===== src/rtl/alu_issue_stage.sv =====
// ID/EX issue register: decodes a MIPS instruction into the ALU operand/control triple
// and holds it under stall/flush control with one cycle of latency.
module alu_issue_stage (
   input  logic        clk,
   input  logic        rst_n,
   input  logic        i_valid,
   input  logic [31:0] i_instr,
   input  logic [31:0] i_rs_data,
   input  logic [31:0] i_rt_data,
   input  logic        i_stall,
   input  logic        i_flush,
   output logic        o_valid,
   output logic [31:0] o_alu_a,
   output logic [31:0] o_alu_b,
   output logic [3:0]  o_alu_control,
   output logic [4:0]  o_dest_reg,
   output logic        o_reg_write,
   output logic        o_illegal
);

   localparam logic [3:0] ALU_AND  = 4'b0000;
   localparam logic [3:0] ALU_OR   = 4'b0001;
   localparam logic [3:0] ALU_ADD  = 4'b0010;
   localparam logic [3:0] ALU_ADDU = 4'b0011;
   localparam logic [3:0] ALU_SUBU = 4'b0100;
   localparam logic [3:0] ALU_SUB  = 4'b0110;
   localparam logic [3:0] ALU_SLT  = 4'b0111;
   localparam logic [3:0] ALU_SLL  = 4'b1000;
   localparam logic [3:0] ALU_SLTU = 4'b1001;
   localparam logic [3:0] ALU_SRL  = 4'b1010;
   localparam logic [3:0] ALU_SRA  = 4'b1011;
   localparam logic [3:0] ALU_NOR  = 4'b1100;
   localparam logic [3:0] ALU_XOR  = 4'b1101;

   typedef struct packed {
      logic        valid;
      logic [31:0] a;
      logic [31:0] b;
      logic [3:0]  ctrl;
      logic [4:0]  dest;
      logic        reg_write;
      logic        illegal;
   } issue_t;

   logic [5:0]  opcode;
   logic [4:0]  rt_idx;
   logic [4:0]  rd_idx;
   logic [4:0]  shamt;
   logic [5:0]  funct;
   logic [31:0] imm_sext;
   logic [31:0] imm_zext;

   assign opcode   = i_instr[31:26];
   assign rt_idx   = i_instr[20:16];
   assign rd_idx   = i_instr[15:11];
   assign shamt    = i_instr[10:6];
   assign funct    = i_instr[5:0];
   assign imm_sext = {{16{i_instr[15]}}, i_instr[15:0]};
   assign imm_zext = {16'h0000, i_instr[15:0]};

   issue_t      decoded;
   issue_t      issue_q;
   logic        legal;
   logic        writes;
   logic [4:0]  dest;
   logic [31:0] op_a;
   logic [31:0] op_b;
   logic [3:0]  ctrl;

   always_comb begin
      legal  = 1'b1;
      writes = 1'b1;
      dest   = rt_idx;
      op_a   = i_rs_data;
      op_b   = i_rt_data;
      ctrl   = ALU_AND;

      case (opcode)
         6'h00: begin
            dest = rd_idx;
            case (funct)
               6'h20: ctrl = ALU_ADD;
               6'h21: ctrl = ALU_ADDU;
               6'h22: ctrl = ALU_SUB;
               6'h23: ctrl = ALU_SUBU;
               6'h24: ctrl = ALU_AND;
               6'h25: ctrl = ALU_OR;
               6'h26: ctrl = ALU_XOR;
               6'h27: ctrl = ALU_NOR;
               6'h2A: ctrl = ALU_SLT;
               6'h2B: ctrl = ALU_SLTU;
               // The ALU shifts b by a[4:0], so the shift amount always travels in a.
               6'h00: begin ctrl = ALU_SLL; op_a = {27'd0, shamt}; end
               6'h02: begin ctrl = ALU_SRL; op_a = {27'd0, shamt}; end
               6'h03: begin ctrl = ALU_SRA; op_a = {27'd0, shamt}; end
               6'h04: begin ctrl = ALU_SLL; op_a = {27'd0, i_rs_data[4:0]}; end
               6'h06: begin ctrl = ALU_SRL; op_a = {27'd0, i_rs_data[4:0]}; end
               6'h07: begin ctrl = ALU_SRA; op_a = {27'd0, i_rs_data[4:0]}; end
               default: legal = 1'b0;
            endcase
         end
         6'h08: begin ctrl = ALU_ADD;  op_b = imm_sext; end
         6'h09: begin ctrl = ALU_ADDU; op_b = imm_sext; end
         6'h0A: begin ctrl = ALU_SLT;  op_b = imm_sext; end
         6'h0B: begin ctrl = ALU_SLTU; op_b = imm_sext; end
         6'h0C: begin ctrl = ALU_AND;  op_b = imm_zext; end
         6'h0D: begin ctrl = ALU_OR;   op_b = imm_zext; end
         6'h0E: begin ctrl = ALU_XOR;  op_b = imm_zext; end
         6'h0F: begin ctrl = ALU_SLL;  op_a = 32'd16; op_b = imm_zext; end
         6'h23: begin ctrl = ALU_ADDU; op_b = imm_sext; end
         6'h2B: begin ctrl = ALU_ADDU; op_b = imm_sext; writes = 1'b0; end
         6'h04, 6'h05: begin ctrl = ALU_SUBU; writes = 1'b0; end
         default: legal = 1'b0;
      endcase

      decoded           = '0;
      decoded.valid     = 1'b1;
      decoded.illegal   = ~legal;
      if (legal) begin
         decoded.a         = op_a;
         decoded.b         = op_b;
         decoded.ctrl      = ctrl;
         // Non-writing instructions carry no destination so downstream hazard logic sees none.
         decoded.dest      = writes ? dest : 5'd0;
         decoded.reg_write = writes && (dest != 5'd0);
      end
   end

   // o_valid qualifies every output; there is no backpressure, i_stall simply freezes
   // the register and i_flush (which overrides i_stall) loads a bubble.
   always_ff @(posedge clk or negedge rst_n) begin
      if (!rst_n) begin
         issue_q <= '0;
      end else if (i_flush) begin
         issue_q <= '0;
      end else if (!i_stall) begin
         issue_q <= i_valid ? decoded : '0;
      end
   end

   assign o_valid       = issue_q.valid;
   assign o_alu_a       = issue_q.a;
   assign o_alu_b       = issue_q.b;
   assign o_alu_control = issue_q.ctrl;
   assign o_dest_reg    = issue_q.dest;
   assign o_reg_write   = issue_q.reg_write;
   assign o_illegal     = issue_q.illegal;

endmodule


===== config.mk =====
export PLATFORM = sky130hd
export DESIGN_NAME = alu_issue_stage
export DESIGN_NICKNAME = d
export VERILOG_FILES = /design/src/rtl/alu_issue_stage.sv
export SDC_FILE = /design/constraint.sdc
export NUM_CORES = 1
export LEC_CHECK = 0
export CAP_MARGIN = 30
export CORE_AREA = 5 5 102 104
export DETAILED_ROUTE_END_ITERATION = 16
export DIE_AREA = 0 0 107 109
export GPL_TIMING_DRIVEN = 1
export PLACE_DENSITY_LB_ADDON = 0.1
export SYNTH_ARGS = -nofsm -noshare
export SYNTH_HDL_FRONTEND = slang
export SYNTH_SLANG_ARGS = --single-unit

===== constraint.sdc =====
create_clock -name clk -period 1.4 [get_ports clk]
set_input_delay 0.28 -clock clk [delete_from_list [all_inputs] [get_ports clk]]
set_output_delay 0.28 -clock clk [all_outputs]
set_load 0.01 [all_outputs]

---- After elaboration in Yosys (flattened, before gate mapping) ----
Index checks and enable logic that the tools add are counted.
word-level totals
  register bits after elaboration ......... 76
  bits of input ports ..................... 101
  logic and storage cells ................. 66
operators by class
  equality and inequality tests ........... 28
  muxes and demuxes ....................... 14
  bitwise logic cells ..................... 1
  reductions and logical operators ........ 16
operators with widths
  operator                                             number
  two-way mux 76 bit                                   3
  case mux 32 bit (2 select lines)                     3
  two-way mux 74 bit                                   1
  equality test 6 bit, second input constant           12
  equality test 6 x 4 -> 1 bit, second input constant  8
  case mux 4 bit (12 select lines)                     1
  case mux 4 bit (9 select lines)                      1
  equality test 6 x 3 -> 1 bit, second input constant  5
  OR reduction 16 bit                                  1
  equality test 6 x 2 -> 1 bit, second input constant  2
  logical NOT 6 bit                                    2
  OR reduction 12 bit                                  1
  OR reduction 3 bit                                   4
  two-way mux 5 bit                                    2
  OR reduction 2 bit                                   4
  OR reduction 6 bit                                   1
  nonzero test 5 bit                                   1
  OR reduction 4 bit                                   1
  two-way mux 1 bit                                    2
  != test 2 x 1 -> 1 bit, second input constant        1
  case mux 1 bit (2 select lines)                      1
  logical AND 1 bit                                    1
  NOT 1 bit                                            1

---- Depth between registers and ports, before layout ----
  depth in word-level cells ............... 8
  mapped depth ............................ 8
  gate-level depth less buffers ........... 5

---- Worst setup path after synthesis ----
Ideal clock, no wire load.
  kind .................................... input -> register
  start point ............................. input port i_instr[5]
  end point ............................... register issue_q (netlist bit o_alu_a[12])
  library setup time ...................... 122 ps
  data arrival time ....................... 1657 ps
  required time ........................... 1278 ps
  setup slack ............................. -379 ps
  stages .................................. 8
  path buffers ............................ 3
  path through ............................ buf_4 > nor3b_1 > a2111o_1 > nand3_1 > a32o_1 > buf_4 > buf_6 > a32o_1
on the way
  longest elaborated chain between the ends .. 8
  elaborated cells between the ends (all ways) .. 27
ends and longest elaborated chain
  item                                                                                 RTL line  text
  start, declared                                                                      7         input logic [31:0] i_instr,
  equality test 6 x 3 -> 1 bit (tied with other cells)                                 81        case (funct)
  OR reduction 16 bit (no source line) or OR reduction 3 bit (tied branches)           n/a
  two-way mux 1 bit or case mux 32 bit (2 select lines) (tied branches)                81
  case mux 1 bit (2 select lines) or case mux 32 bit (2 select lines) (tied branches)  78        case (opcode)
  two-way mux 74 bit *                                                                 119       if (legal) begin
  two-way mux 76 bit *                                                                 137       issue_q <= i_valid ? decoded : '0;
  two-way mux 76 bit *                                                                 136       end else if (!i_stall) begin
  two-way mux 76 bit *                                                                 134       end else if (i_flush) begin
  end signal, assigned                                                                 137
  end, declared                                                                        62        issue_t issue_q;
Mark *: on every way between the ends. The rest lies on a longest branch, timed or not. The select of a mux whose other input is x is not followed.
A chain may end at the register's enable or synchronous reset.

---- Final worst setup path ----
  start point ............................. input port i_instr[0]
  end point ............................... register issue_q (netlist bit o_alu_b[18])
on the way
  longest elaborated chain between the ends .. 8
  elaborated cells between the ends (all ways) .. 23
ends and longest elaborated chain
  item                                                  RTL line
  equality test 6 x 3 -> 1 bit (tied with other cells)  81
  OR reduction 16 bit (no source line) *                n/a
  two-way mux 1 bit *                                   81
  case mux 1 bit (2 select lines) *                     78
  two-way mux 74 bit *                                  119
  two-way mux 76 bit *                                  137
  two-way mux 76 bit *                                  136
  two-way mux 76 bit *                                  134
Marks and branches as above.

==> flow_summary.ini <==
[run_status]
status = finished with violations
failed_checks = negative setup slack

[pwr]
vdd_drop_max_uv = 556.3
power_density_nw_per_um2 = 781.1
total_leakage_power_nw = 3.246

[grt]
globalRouteOverflowTotal = 0
grt_usage_pct = 20.68
grt_pass1_vias = 3848
grt_max_degree = 48
antenna_found_initial = 0
grt_pass1_wl_um = 19220

[synth]
async_flop_share_pct = 100.0
synth-main-ff-cell = dfrtp_1
seq_area_frac_synth_pct = 51.77
synth-edff-count = 0
synthCells = 355
yosys_warnings = 0
syn_area_per_cell_um2 = 10.35
netlist_area_um2 = 3674
ys_ff_latch = 76
ys_types = 50
synthesis.nets = 456

[place]
dpl_worst_slack_ps = -860.2
dp_hpwl_um = 8812
io_buffers = 171
placed_area_um2 = 5906
dp_cells = 663
gp_congestion = 0.8417

[route]
vias = 3685
remaining_drc_errors = 0
wl_um = 12370
antenna_left = 0
vias_per_cell = 5.295
first_iter_violations = 163
wl_per_cell_um = 17.77
drtPass1Iterations = 4

[sta]
rsz0062_at_grt = true
timing.final.crit_share_pct = 109.2
maxSlewViolCount = 0
hold_viol = 0
clock-skew-final_ps = 0
setup_viol = 72
fmax_ghz = 0.6541
worst_pin_slew_ps = 459.6
relSlewSlack_pct = 69.04
period_needed_ps = 1529
worst_slack_ps = -128.9

[floorplanning]
num_rows = 36
die_w_um = 107
initial_utilization_pct = 38.84
core-area_um2 = 9459
die_area_um2 = 11660
die_height_um = 109
io_pins = 177

[flow_run]
maxCapViolations = 0

[cts]
clkLatencyLatePin_ps = 330
root_buffer = clkbuf_8
cts_max_level = 3
cts.path.max_buffers = 2
path_clk_slew_ps = 90
clock-sinks = 76
cts_made_buffers = 9
cts_tree = done

[setup_path]
worstPathMaxFanout = 8
r2r_slack_ps = 690
endpoint_kind = register
critPathKind = primary input to register
slowest_stage = a2111o_1
cp_data_required_time_ps = 1670
start_kind = primary input
crit_arrival_ps = 1800
slowest_delay_ps = 480
crit_path_frequent_cell = buf_6
crit_chain = buf_6 -> nor3b_4 -> a2111o_1 -> o211ai_4 -> buf_6 -> nand3_4 -> buf_12 -> o21ai_2

[worst_hold_path]
hold_path_class = primary input to asynchronous set/reset pin

[cells_and_area]
drive_gt1_share_pct = 27.84
layout.cells.non_filler = 696
fin_nets = 678
n_antenna_cell = 0
syn_to_final_growth_pct = 78.54
design_area_um2 = 6559
cells by family after synthesis:
group	share of synthesized area (%)
compound gates	21.19
simple gates	15.19
flops	51.77
buf+inv	5.074
mux	6.539
xor+xnor	0.2385
cell usage after synthesis, types with 2 or more instances:
library cell / count / area share (%)
nor3b_1: 5 / 1.0
nor3_1: 4 / 0.54
mux2i_1: 24 / 6.5
a22o_1: 4 / 0.95
a21oi_1: 9 / 1.2
o21ai_1: 30 / 4.1
nor2_1: 24 / 2.5
buf_2: 7 / 0.95
nand2_1: 48 / 4.9
buf_6: 5 / 1.5
nand2b_1: 2 / 0.34
o22ai_1: 3 / 0.51
buf_4: 3 / 0.61
o32a_1: 2 / 0.54
a32o_1: 28 / 7.6
and2_1: 5 / 0.85
o21ai_0: 22 / 3.0
nand3_1: 4 / 0.54
clkbuf_1: 15 / 1.5
dfrtp_1: 76 / 52
nor2b_1: 4 / 0.68
inv_1: 3 / 0.31
path summary, 6_finish.rpt:
kind / start / to / depth (start not counted)
max: i_instr[0] / o_alu_b[18] / 8
min: rst_n / o_dest_reg[0] / 2
max reg2reg: o_alu_control[0] / o_alu_control[0] / 1
min reg2reg: o_alu_b[5] / o_alu_b[5] / 2
max in group asynchronous: rst_n / o_alu_a[24] / 3
min in group clk: i_instr[1] / o_alu_b[1] / 4
cells in the final DEF (no fill, tap or decap), drive strengths merged, types with 3 or more instances in the layout:
cell type / synthesis / layout
nor2b: 4 / 4
buf: 15 / 79
nor3b: 5 / 5
dlygate4sd2: 0 / 76
nor2: 25 / 25
nand3: 5 / 5
nor3: 4 / 4
nand2: 49 / 49
dfrtp: 76 / 76
mux2i: 24 / 24
a21oi: 10 / 10
a22o: 4 / 4
nand2b: 3 / 3
o22ai: 3 / 3
inv: 3 / 5
clkdlybuf4s50: 0 / 82
and2: 5 / 5
a32o: 28 / 28
o21ai: 53 / 53
clkbuf: 16 / 12
where the power goes:
| part | total, W | switching, W | internal (W) |
|---|---|---|---|
| Sequential | 0.00224 | 0.0000150 | 0.00222 |
| Clock | 0.00192 | 0.000855 | 0.00107 |
| Combinational | 0.000962 | 0.000424 | 0.000538 |
critical path: cells and delay by family:
kind	cells	cell delay (ps)
AND/OR/NAND/NOR	2	240
AO/OA/AOI/OAI	3	870
buffers and inverters	3	410
what timing repair did:
action                     CTS  global route
cloned                       2             3
hold buffers                 1             0
pin swaps                   15            28
buffers inserted            11             2
hold endpoints to repair    76             0
setup endpoints to repair  151            74
resized for setup          167            48
layer usage:
metal | GRT usage [%] | wire [um] | up-vias
li1 | - | - | 1741
met1 | 26.60 | 5347 | 1807
met2 | 34.80 | 6045 | 123
met3 | 5.151 | 796 | 14
met4 | 5.845 | 177 | 0
met5 | 0 | 0 | -
final cells by class:
type / count / area (um^2)
clock inverters: 6 / 93.84
multi-input cells: 245 / 1879
inverters: 3 / 11.26
flip-flops and latches: 76 / 1902
clock buffers: 10 / 137.6
fillers: 734 / 2900
well taps: 114 / 142.6
repair buffers: 242 / 2392
through the flow:
step	hold WS (ps)	total power [W]	TNS [ps]	util, %
2_1_floorplan	-15.59	0.002596	-15770	-
3_3_place_gp	85.87	0.003139	-57130	62.43
3_5_place_dp	88.98	0.003149	-58670	62.43
4_1_cts	263.6	0.005117	-1336	67.09
5_1_grt	268.2	0.005328	-8204	69.34
6_report	285.2	0.005123	-5031	69.34
No activity file was read; power rests on OpenSTA's default activity.
